`src/rtl/gpio_button_conditioner.sv`:
```
// Push-button front end: per-channel synchroniser, debouncer, edge pulses and a valid/ready event record.
// Optional build macro BTN_AUTO_REPEAT_EN adds per-channel hold timers that re-fire press pulses.
module gpio_button_conditioner #(
  parameter int NUM_BUTTONS     = 4,
  parameter int SYNC_STAGES     = 2,
  parameter int DEBOUNCE_CYCLES = 1000,
  parameter int REPEAT_DELAY    = 50000,
  parameter int REPEAT_PERIOD   = 10000
) (
  input  logic                     sys_clk,
  input  logic                     sys_reset,
  input  logic [NUM_BUTTONS-1:0]   buttons_raw,
  output logic [NUM_BUTTONS-1:0]   buttons_clean,
  output logic [NUM_BUTTONS-1:0]   press_pulse,
  output logic [NUM_BUTTONS-1:0]   release_pulse,
  output logic                     event_valid,
  input  logic                     event_ready,
  output logic [2*NUM_BUTTONS-1:0] event_data,
  output logic                     event_overflow
);

  localparam int CW = $clog2(DEBOUNCE_CYCLES + 1);
  localparam logic [CW-1:0] CNT_LAST = CW'(DEBOUNCE_CYCLES - 1);

  logic [NUM_BUTTONS-1:0]   clean_reg;
  logic [NUM_BUTTONS-1:0]   press_reg;
  logic [NUM_BUTTONS-1:0]   release_reg;
  logic [NUM_BUTTONS-1:0]   sync_out;
  logic [NUM_BUTTONS-1:0]   toggle;
  logic [NUM_BUTTONS-1:0]   rep_fire;
  logic [NUM_BUTTONS-1:0]   clean_next;
  logic [NUM_BUTTONS-1:0]   press_next;
  logic [NUM_BUTTONS-1:0]   release_next;
  logic [2*NUM_BUTTONS-1:0] pending_reg;
  logic [2*NUM_BUTTONS-1:0] pending_next;
  logic [2*NUM_BUTTONS-1:0] new_ev;
  logic                     valid_reg;
  logic                     overflow_reg;
  logic                     overflow_next;
  logic                     handshake;

  genvar gi;
  generate
    for (gi = 0; gi < NUM_BUTTONS; gi++) begin : g_chan
      logic [SYNC_STAGES-1:0] sync_reg;
      logic [CW-1:0]          cnt_reg;

      always_ff @(posedge sys_clk or posedge sys_reset) begin
        if (sys_reset) sync_reg <= '0;
        else           sync_reg <= {sync_reg[SYNC_STAGES-2:0], buttons_raw[gi]};
      end

      assign sync_out[gi] = sync_reg[SYNC_STAGES-1];
      // Only an unbroken run of disagreement reaching the last count flips the level.
      assign toggle[gi] = (sync_out[gi] != clean_reg[gi]) && (cnt_reg == CNT_LAST);

      always_ff @(posedge sys_clk or posedge sys_reset) begin
        if (sys_reset)                          cnt_reg <= '0;
        else if (sync_out[gi] == clean_reg[gi]) cnt_reg <= '0;
        else if (cnt_reg == CNT_LAST)           cnt_reg <= '0;
        else                                    cnt_reg <= cnt_reg + 1'b1;
      end

`ifdef BTN_AUTO_REPEAT_EN
      localparam int RMAX = (REPEAT_DELAY > REPEAT_PERIOD) ? REPEAT_DELAY : REPEAT_PERIOD;
      localparam int RW   = $clog2(RMAX + 1);
      logic [RW-1:0] rep_cnt_reg;
      logic          rep_phase_reg;
      logic          hold;
      logic [RW-1:0] rep_limit;

      // Timer runs only while the clean level stays high and is not about to fall.
      assign hold      = clean_reg[gi] && !toggle[gi];
      assign rep_limit = rep_phase_reg ? RW'(REPEAT_PERIOD - 1) : RW'(REPEAT_DELAY - 1);
      assign rep_fire[gi] = hold && (rep_cnt_reg == rep_limit);

      always_ff @(posedge sys_clk or posedge sys_reset) begin
        if (sys_reset) begin
          rep_cnt_reg   <= '0;
          rep_phase_reg <= 1'b0;
        end else if (!hold) begin
          rep_cnt_reg   <= '0;
          rep_phase_reg <= 1'b0;
        end else if (rep_fire[gi]) begin
          rep_cnt_reg   <= '0;
          rep_phase_reg <= 1'b1;
        end else begin
          rep_cnt_reg   <= rep_cnt_reg + 1'b1;
        end
      end
`else
      assign rep_fire[gi] = 1'b0;
`endif
    end
  endgenerate

  assign clean_next   = clean_reg ^ toggle;
  assign press_next   = (toggle & ~clean_reg) | rep_fire;
  assign release_next = toggle & clean_reg;
  assign new_ev       = {release_next, press_next};
  assign handshake    = valid_reg && event_ready;

  // A drained record is replaced by this cycle's events so nothing arriving now is lost.
  always_comb begin
    pending_next  = pending_reg | new_ev;
    overflow_next = 1'b0;
    if (handshake) begin
      pending_next = new_ev;
    end else begin
      overflow_next = |(pending_reg & new_ev);
    end
  end

  always_ff @(posedge sys_clk or posedge sys_reset) begin
    if (sys_reset) begin
      clean_reg    <= '0;
      press_reg    <= '0;
      release_reg  <= '0;
      pending_reg  <= '0;
      valid_reg    <= 1'b0;
      overflow_reg <= 1'b0;
    end else begin
      clean_reg    <= clean_next;
      press_reg    <= press_next;
      release_reg  <= release_next;
      pending_reg  <= pending_next;
      valid_reg    <= |pending_next;
      overflow_reg <= overflow_next;
    end
  end

  assign buttons_clean  = clean_reg;
  assign press_pulse    = press_reg;
  assign release_pulse  = release_reg;
  assign event_valid    = valid_reg;
  assign event_data     = pending_reg;
  assign event_overflow = overflow_reg;

endmodule

```
`config.mk`:
```
export PLATFORM = sky130hd
export DESIGN_NAME = gpio_button_conditioner
export DESIGN_NICKNAME = d
export VERILOG_FILES = /design/src/rtl/gpio_button_conditioner.sv
export SDC_FILE = /design/constraint.sdc
export NUM_CORES = 1
export LEC_CHECK = 0
export CORE_UTILIZATION = 55
export DETAILED_ROUTE_END_ITERATION = 16
export GPL_TIMING_DRIVEN = 0
export PLACE_DENSITY = 0.77
export SLEW_MARGIN = 20
export SYNTH_ARGS = -nofsm -noshare
export SYNTH_HDL_FRONTEND = slang
export SYNTH_SLANG_ARGS = --single-unit
export TNS_END_PERCENT = 30
```
`constraint.sdc`:
```
create_clock -name sys_clk -period 3.45 [get_ports sys_clk]
set_input_delay 0.345 -clock sys_clk [delete_from_list [all_inputs] [get_ports sys_clk]]
set_output_delay 0.345 -clock sys_clk [all_outputs]
set_load 0.02 [all_outputs]
```
==> impl_metrics.env, run 1 <==
export IMPL_diodes=0
export IMPL_drt_wl_total_mm=4.95
export IMPL_p_seq_share_pct=53.1
export IMPL_fin_area_um2=3550
export IMPL_synth_edff_count=0
export IMPL_synth_distinct_cells=38
export IMPL_first_pass_iters=4
export IMPL_grt_max_degree=60
export IMPL_fill_cells=432
export IMPL_drv_slew=0
export IMPL_initial_utilization_pct=57.3
export IMPL_tns_ns=0
export IMPL_required_ns=3.66
export IMPL_hold_buffers=0
export IMPL_regArea_um2=1750
export IMPL_cpMostUsedCell="or4_1"
export IMPL_crit_path_start_kind="flip-flop"
export IMPL_syn_num_nets=276
export IMPL_clk_path_buf_depth=2
export IMPL_worstPathCellList="ha_1 -> nor4bb_1 -> or3b_1 -> o21ai_1 -> or4_1 -> or4_1"
export IMPL_antenna_left=0
export IMPL_place_gp_congestion=0.769
export IMPL_grtUsageTotal_pct=21.1
export IMPL_final_nets=316
export IMPL_cellPowerDensity_nw_per_um2=455
export IMPL_place_area_um2=3340
export IMPL_num_rows=26
export IMPL_cts_tree="built"
export IMPL_cp_end_kind="flip-flop"
export IMPL_period_share_pct=64.5
export IMPL_path_max_fanout=6
export IMPL_numPortBuffers=28
export IMPL_die_area_um2=5650
export IMPL_ys_ff_latch=70
export IMPL_antenna_found_initial=0
export IMPL_p_clk_share_pct=41.5
export IMPL_grt_pass1_wl_mm=8.62
export IMPL_grt_overflow=0
export IMPL_maxCapViolCount=0
export IMPL_dp_hpwl_mm=3.44
export IMPL_swShare_pct=21.7
export IMPL_post_cts_resized=0
export IMPL_finalPower_uw=1620
export IMPL_avgSynthCellArea_um2=11.1
export IMPL_root_buffer="clkbuf_8"
export IMPL_min_path_type="in -> async"
export IMPL_dieHeight_um=75.2
export IMPL_dr_total_vias=1933
export IMPL_hold_violations=0
export IMPL_largest_reg_flops=40
export IMPL_wire_per_inst_um=13.1
export IMPL_p_leak_uw=0.00161
export IMPL_peakVddDrop_v=0.000323
export IMPL_p_sw_uw=351
export IMPL_drc=0
export IMPL_synth_seq_area_share_pct=59.4
export IMPL_post_cts_buffers=0
export IMPL_ys_async_sr_fraction_pct=100
export IMPL_clkTransAtPathRegs_ns=0.07
export IMPL_drt_iter0_drc=66
export IMPL_power_internal_uw=1260
export IMPL_period_minus_slack_ns=2.22
export IMPL_core_area_um2=5140
export IMPL_cts_buffers=9
export IMPL_final_common_cell="dfrtp_1"
export IMPL_grt_setup_unrepaired="false"
export IMPL_clock_fmax_mhz=450
export IMPL_area_delta_synth_final_pct=20.6
export IMPL_cts_sinks=70
export IMPL_worst_pin_slew_ns=0.632
export IMPL_status="completed"
export IMPL_worst_clock_skew_ns=0.00741
export IMPL_netlist_area_um2=2950
export IMPL_final_cell_mix="dfrtp_1 (70), nor2_1 (48), clkdlybuf4s50_1 (28), nand3_1 (21), xnor2_1 (17)"
export IMPL_io_pins=29
export IMPL_critPathKind="reg -> reg"
export IMPL_clk_latency_ns=0.34
export IMPL_worstPathArrival_ns=2.44
export IMPL_netlist_instances=265
export IMPL_drive_gt1_share_pct=7.77
export IMPL_maxSlewHeadroom_pct=57.5
export IMPL_die_w_um=75.2
export IMPL_avgViaCountPerCell=5.10
export IMPL_synthFlopType="dfrtp_1"
export IMPL_multi_input_area_um2=1150
export IMPL_first_global_vias=1990
export IMPL_htreeDepth=3
export IMPL_setup_violations_final=0
export IMPL_pwr_share_comb_pct=5.4
export IMPL_slowest_stage="or4_1"
export IMPL_critPathMaxStageDelay_ns=0.45
export IMPL_yosysWarningCount=0
-- critical path: cells and delay by family, from the launching register on --
kind / cells / cell delay, ns
adders and majority gates: 1 / 0.27
and+or+nand+nor: 4 / 1.30
AOI/OAI and AO/OA: 1 / 0.12
DFF: 1 / 0.41
-- path summary, 6_finish.rpt --
kind	startpoint	end	slack (ns)	depth (start not counted)
max	g_chan[0].cnt_reg[0]	event_valid	1.23	6
min	sys_reset	g_chan[3].cnt_reg[0]	0.26	2
max reg2reg	g_chan[0].cnt_reg[0]	event_valid	1.23	6
min reg2reg	g_chan[2].sync_reg[0]	g_chan[2].sync_reg[1]	0.35	0
max in group asynchronous	sys_reset	g_chan[2].cnt_reg[1]	2.67	3
min in group sys_clk	g_chan[2].sync_reg[0]	g_chan[2].sync_reg[1]	0.35	0
-- final cells by class --
| class | instances | share of cell area [%] |
|---|---|---|
| Sequential cell | 70 | 49.3 |
| Multi-Input combinational cell | 182 | 32.3 |
| Timing Repair Buffer | 29 | 8.67 |
| Clock buffer | 12 | 4.65 |
| Tap cell | 70 | 2.47 |
| Clock inverter | 3 | 1.20 |
| Inverter | 10 | 1.13 |
| Buffer | 3 | 0.317 |
-- synth_stat cells, drive strengths merged, types with 4 or more instances --
cell type  number  area share (%)
inv            10             1.3
nor2           48             6.1
nand2          15             2.0
or2             4            0.85
a22o            6             1.8
nor3b           5             1.7
nand3          22             4.2
dfrtp          70              59
ha              4             1.7
xor2           15             4.5
mux2            4             1.5
and3            8             1.7
nor2b           7             1.5
xnor2          17             5.1
-- metrics by stage --
step                worst slack [ns]  cells  hold slack, ns  utilization, %
floorplan                       1.34    265           0.331               -
global placement               0.280    363           0.332            64.5
detailed placement              1.09    364           0.337            65.1
CTS                             1.21    379           0.259            69.1
global route                    1.08    379           0.267            69.1
finish                          1.23    379           0.263            69.1
-- power groups by stage --
stage	Sequential (uW)	Combinational [uW]	Clock, uW
finish	858	87.2	670
global route	861	99.4	716
global placement	873	81.2	0
detailed placement	874	88.7	0
CTS	858	89.5	689
floorplan	876	49.2	0
-- layer usage --
layer  track usage [%]  up-vias  share of wire [%]
li1                  -      969                  -
met1              26.4      928                 46
met2              34.3       32                 49
met3              7.63        4                4.1
met4              7.41        0               0.59
met5                 0        -                  0
-- cells by family after synthesis --
group | after synthesis | synth area share, %
multiplexers | 4 | 1.53
AO/OA/AOI/OAI | 15 | 3.74
adder cells (fa/ha/maj) | 4 | 1.70
flip-flops | 70 | 59.4
AND/OR/NAND/NOR | 127 | 22.4
XOR/XNOR | 32 | 9.51
buffers and inverters | 13 | 1.66
Note: power is estimated with default switching activity, not from simulation.
==> run 2: changes to the inputs <==
--- a/config.mk
+++ b/config.mk
@@ -5,10 +5,10 @@
 export SDC_FILE = /design/constraint.sdc
 export NUM_CORES = 1
 export LEC_CHECK = 0
-export CORE_UTILIZATION = 55
+export CORE_UTILIZATION = 51
 export DETAILED_ROUTE_END_ITERATION = 16
 export GPL_TIMING_DRIVEN = 0
-export PLACE_DENSITY = 0.77
+export PLACE_DENSITY = 0.75
 export SLEW_MARGIN = 20
 export SYNTH_ARGS = -nofsm -noshare
 export SYNTH_HDL_FRONTEND = slang
==> constraint.sdc (replaced) <==
create_clock -name sys_clk -period 1.8 [get_ports sys_clk]
set_input_delay 0.18 -clock sys_clk [delete_from_list [all_inputs] [get_ports sys_clk]]
set_output_delay 0.18 -clock sys_clk [all_outputs]
set_load 0.02 [all_outputs]
==> run 2 against run 1 <==
The run now ends with negative setup slack left. Wire length is 2.2% higher. Largest cell class unchanged. Utilization is 2.6 points lower. Largest power group unchanged. Sequential power increased by 92%. Sequential cell count stayed put. Critical path depth is the same. Register-to-register slack got worse by 1.5 ns.
==> impl_metrics.env, run 2 (same netlist as run 1, synthesis figures left out) <==
export IMPL_pwr_share_comb_pct=6.7
export IMPL_final_cell_mix="dfrtp_1 (70), nor2_1 (48), clkdlybuf4s50_1 (28), nand3_1 (21), xnor2_1 (17)"
export IMPL_largest_reg_flops=40
export IMPL_first_global_vias=2051
export IMPL_power_internal_uw=2300
export IMPL_io_pins=29
export IMPL_first_pass_iters=4
export IMPL_wire_per_inst_um=13.0
export IMPL_worst_pin_slew_ns=0.335
export IMPL_fill_cells=419
export IMPL_clk_path_buf_depth=2
export IMPL_final_nets=325
export IMPL_area_delta_synth_final_pct=25.1
export IMPL_drt_iter0_drc=92
export IMPL_drv_slew=0
export IMPL_path_max_fanout=2
export IMPL_required_ns=2.01
export IMPL_fin_hold_ws_ns=0.118
export IMPL_htreeDepth=3
export IMPL_cellPowerDensity_nw_per_um2=808
export IMPL_grtUsageTotal_pct=19.8
export IMPL_drc=0
export IMPL_setup_violations_final=2
export IMPL_cts_tree="built"
export IMPL_critPathKind="reg -> reg"
export IMPL_worst_slack_ns=-0.243
export IMPL_core_area_um2=5540
export IMPL_maxCapViolCount=0
export IMPL_p_sw_uw=674
export IMPL_swShare_pct=22.7
export IMPL_antenna_left=0
export IMPL_drive_gt1_share_pct=14.8
export IMPL_dieHeight_um=78.0
export IMPL_hold_violations=0
export IMPL_drt_wl_total_mm=5.06
export IMPL_cts_sinks=70
export IMPL_die_area_um2=6090
export IMPL_clk_latency_ns=0.34
export IMPL_status="finished, violations left"
export IMPL_dp_hpwl_mm=3.31
export IMPL_peakVddDrop_v=0.000516
export IMPL_cp_end_kind="flip-flop"
export IMPL_die_w_um=78.0
export IMPL_rr_startpoint="g_chan[2].cnt_reg[1]"
export IMPL_worstReg2RegEnd="event_valid"
export IMPL_min_path_type="in -> async"
export IMPL_num_rows=27
export IMPL_clock_fmax_mhz=490
export IMPL_period_share_pct=113
export IMPL_finalPower_uw=2980
export IMPL_r2r_cells=6
export IMPL_grt_overflow=0
export IMPL_initial_utilization_pct=53.2
export IMPL_worst_clock_skew_ns=0.00394
export IMPL_grt_max_degree=33
export IMPL_grt_setup_unrepaired="true"
export IMPL_root_buffer="clkbuf_8"
export IMPL_p_seq_share_pct=55.3
export IMPL_numPortBuffers=28
export IMPL_final_common_cell="dfrtp_1"
export IMPL_diodes=0
export IMPL_dr_total_vias=1965
export IMPL_p_clk_share_pct=38.0
export IMPL_violations="negative setup slack"
export IMPL_p_leak_uw=0.00165
export IMPL_period_minus_slack_ns=2.04
export IMPL_clkTransAtPathRegs_ns=0.07
export IMPL_crit_path_start_kind="flip-flop"
export IMPL_maxSlewHeadroom_pct=77.5
export IMPL_grt_pass1_wl_mm=9.16
export IMPL_avgViaCountPerCell=5.05
export IMPL_worstPathArrival_ns=2.25
export IMPL_cts_buffers=9
export IMPL_place_gp_congestion=0.765
export IMPL_antenna_found_initial=0
export IMPL_reg2reg_slack_ns=-0.24
run 2: cell count changes in the layout (fill, tap and decap cells not counted), sizes merged:
cell / change
buf: +10
bufinv: -1
inv: -1
run 2: power groups by stage:
stage / sequential [uW] / clock, uW / combinational [uW]
finish: 1650 / 1130 / 198
global route: 1650 / 1220 / 224
CTS: 1640 / 1160 / 192
detailed placement: 1670 / 0 / 171
global placement: 1670 / 0 / 158
floorplan: 1680 / 0 / 95.3
run 2: final cells by class:
class | instances | area [um2] | area share [%]
inverters | 10 | 41.3 | 1.12
multi-input cells | 182 | 1230 | 33.4
repair buffers | 39 | 388 | 10.5
well taps | 72 | 90.1 | 2.44
clock inverters | 1 | 5.00 | 0.136
clock buffers | 13 | 169 | 4.58
flip-flops and latches | 70 | 1750 | 47.5
plain buffers | 2 | 10.0 | 0.272
run 2: per-stage QoR:
| stage | setup slack, ns | utilization [%] | area, um2 | cells | TNS [ns] |
|---|---|---|---|---|---|
| final | -0.243 | 66.5 | 3690 | 389 | -0.246 |
| after global placement | -0.397 | 60.1 | 3330 | 365 | -4.71 |
| after detailed placement | -0.400 | 60.8 | 3370 | 367 | -4.84 |
| after floorplan | -0.196 | - | 2960 | 265 | -0.196 |
| after global routing | -0.319 | 66.5 | 3690 | 389 | -0.511 |
| after CTS | -0.219 | 65.6 | 3640 | 388 | -1.96 |
run 2: critical path: stages, from the launching register on:
cell	delay, ns
dfrtp_1	0.38
ha_2	0.19
nand4b_1	0.17
nor4_4	0.08
a22o_1	0.20
or4_1	0.50
or4_1	0.40
run 2: layer usage:
metal	share of wire, %	wire length (um)	GRT usage (%)	up-vias
met2	48	2400	30.3	35
met5	0	0	0	-
met1	46	2350	25.9	939
li1	-	-	-	981
met4	2.0	103	9.26	0
met3	3.9	198	6.40	10
run 2: what timing repair did:
| item | CTS | global route |
|---|---|---|
| setup buffers | 8 | 1 |
| hold buffers | 0 | 0 |
| resized for setup | 9 | 8 |
| pin swaps | 4 | 1 |
| setup endpoints to repair | 33 | 39 |
run 2: worst max path at each step:
stage,from,to,slack [ns],depth (start not counted)
after global routing,g_chan[2].cnt_reg[1],event_valid,-0.32,6
after floorplan,g_chan[0].cnt_reg[0],event_valid,-0.20,6
after global placement,event_ready,event_valid,-0.40,5
after CTS,g_chan[2].cnt_reg[1],event_valid,-0.22,6
final,g_chan[2].cnt_reg[1],event_valid,-0.24,6
after detailed placement,event_ready,event_valid,-0.40,5
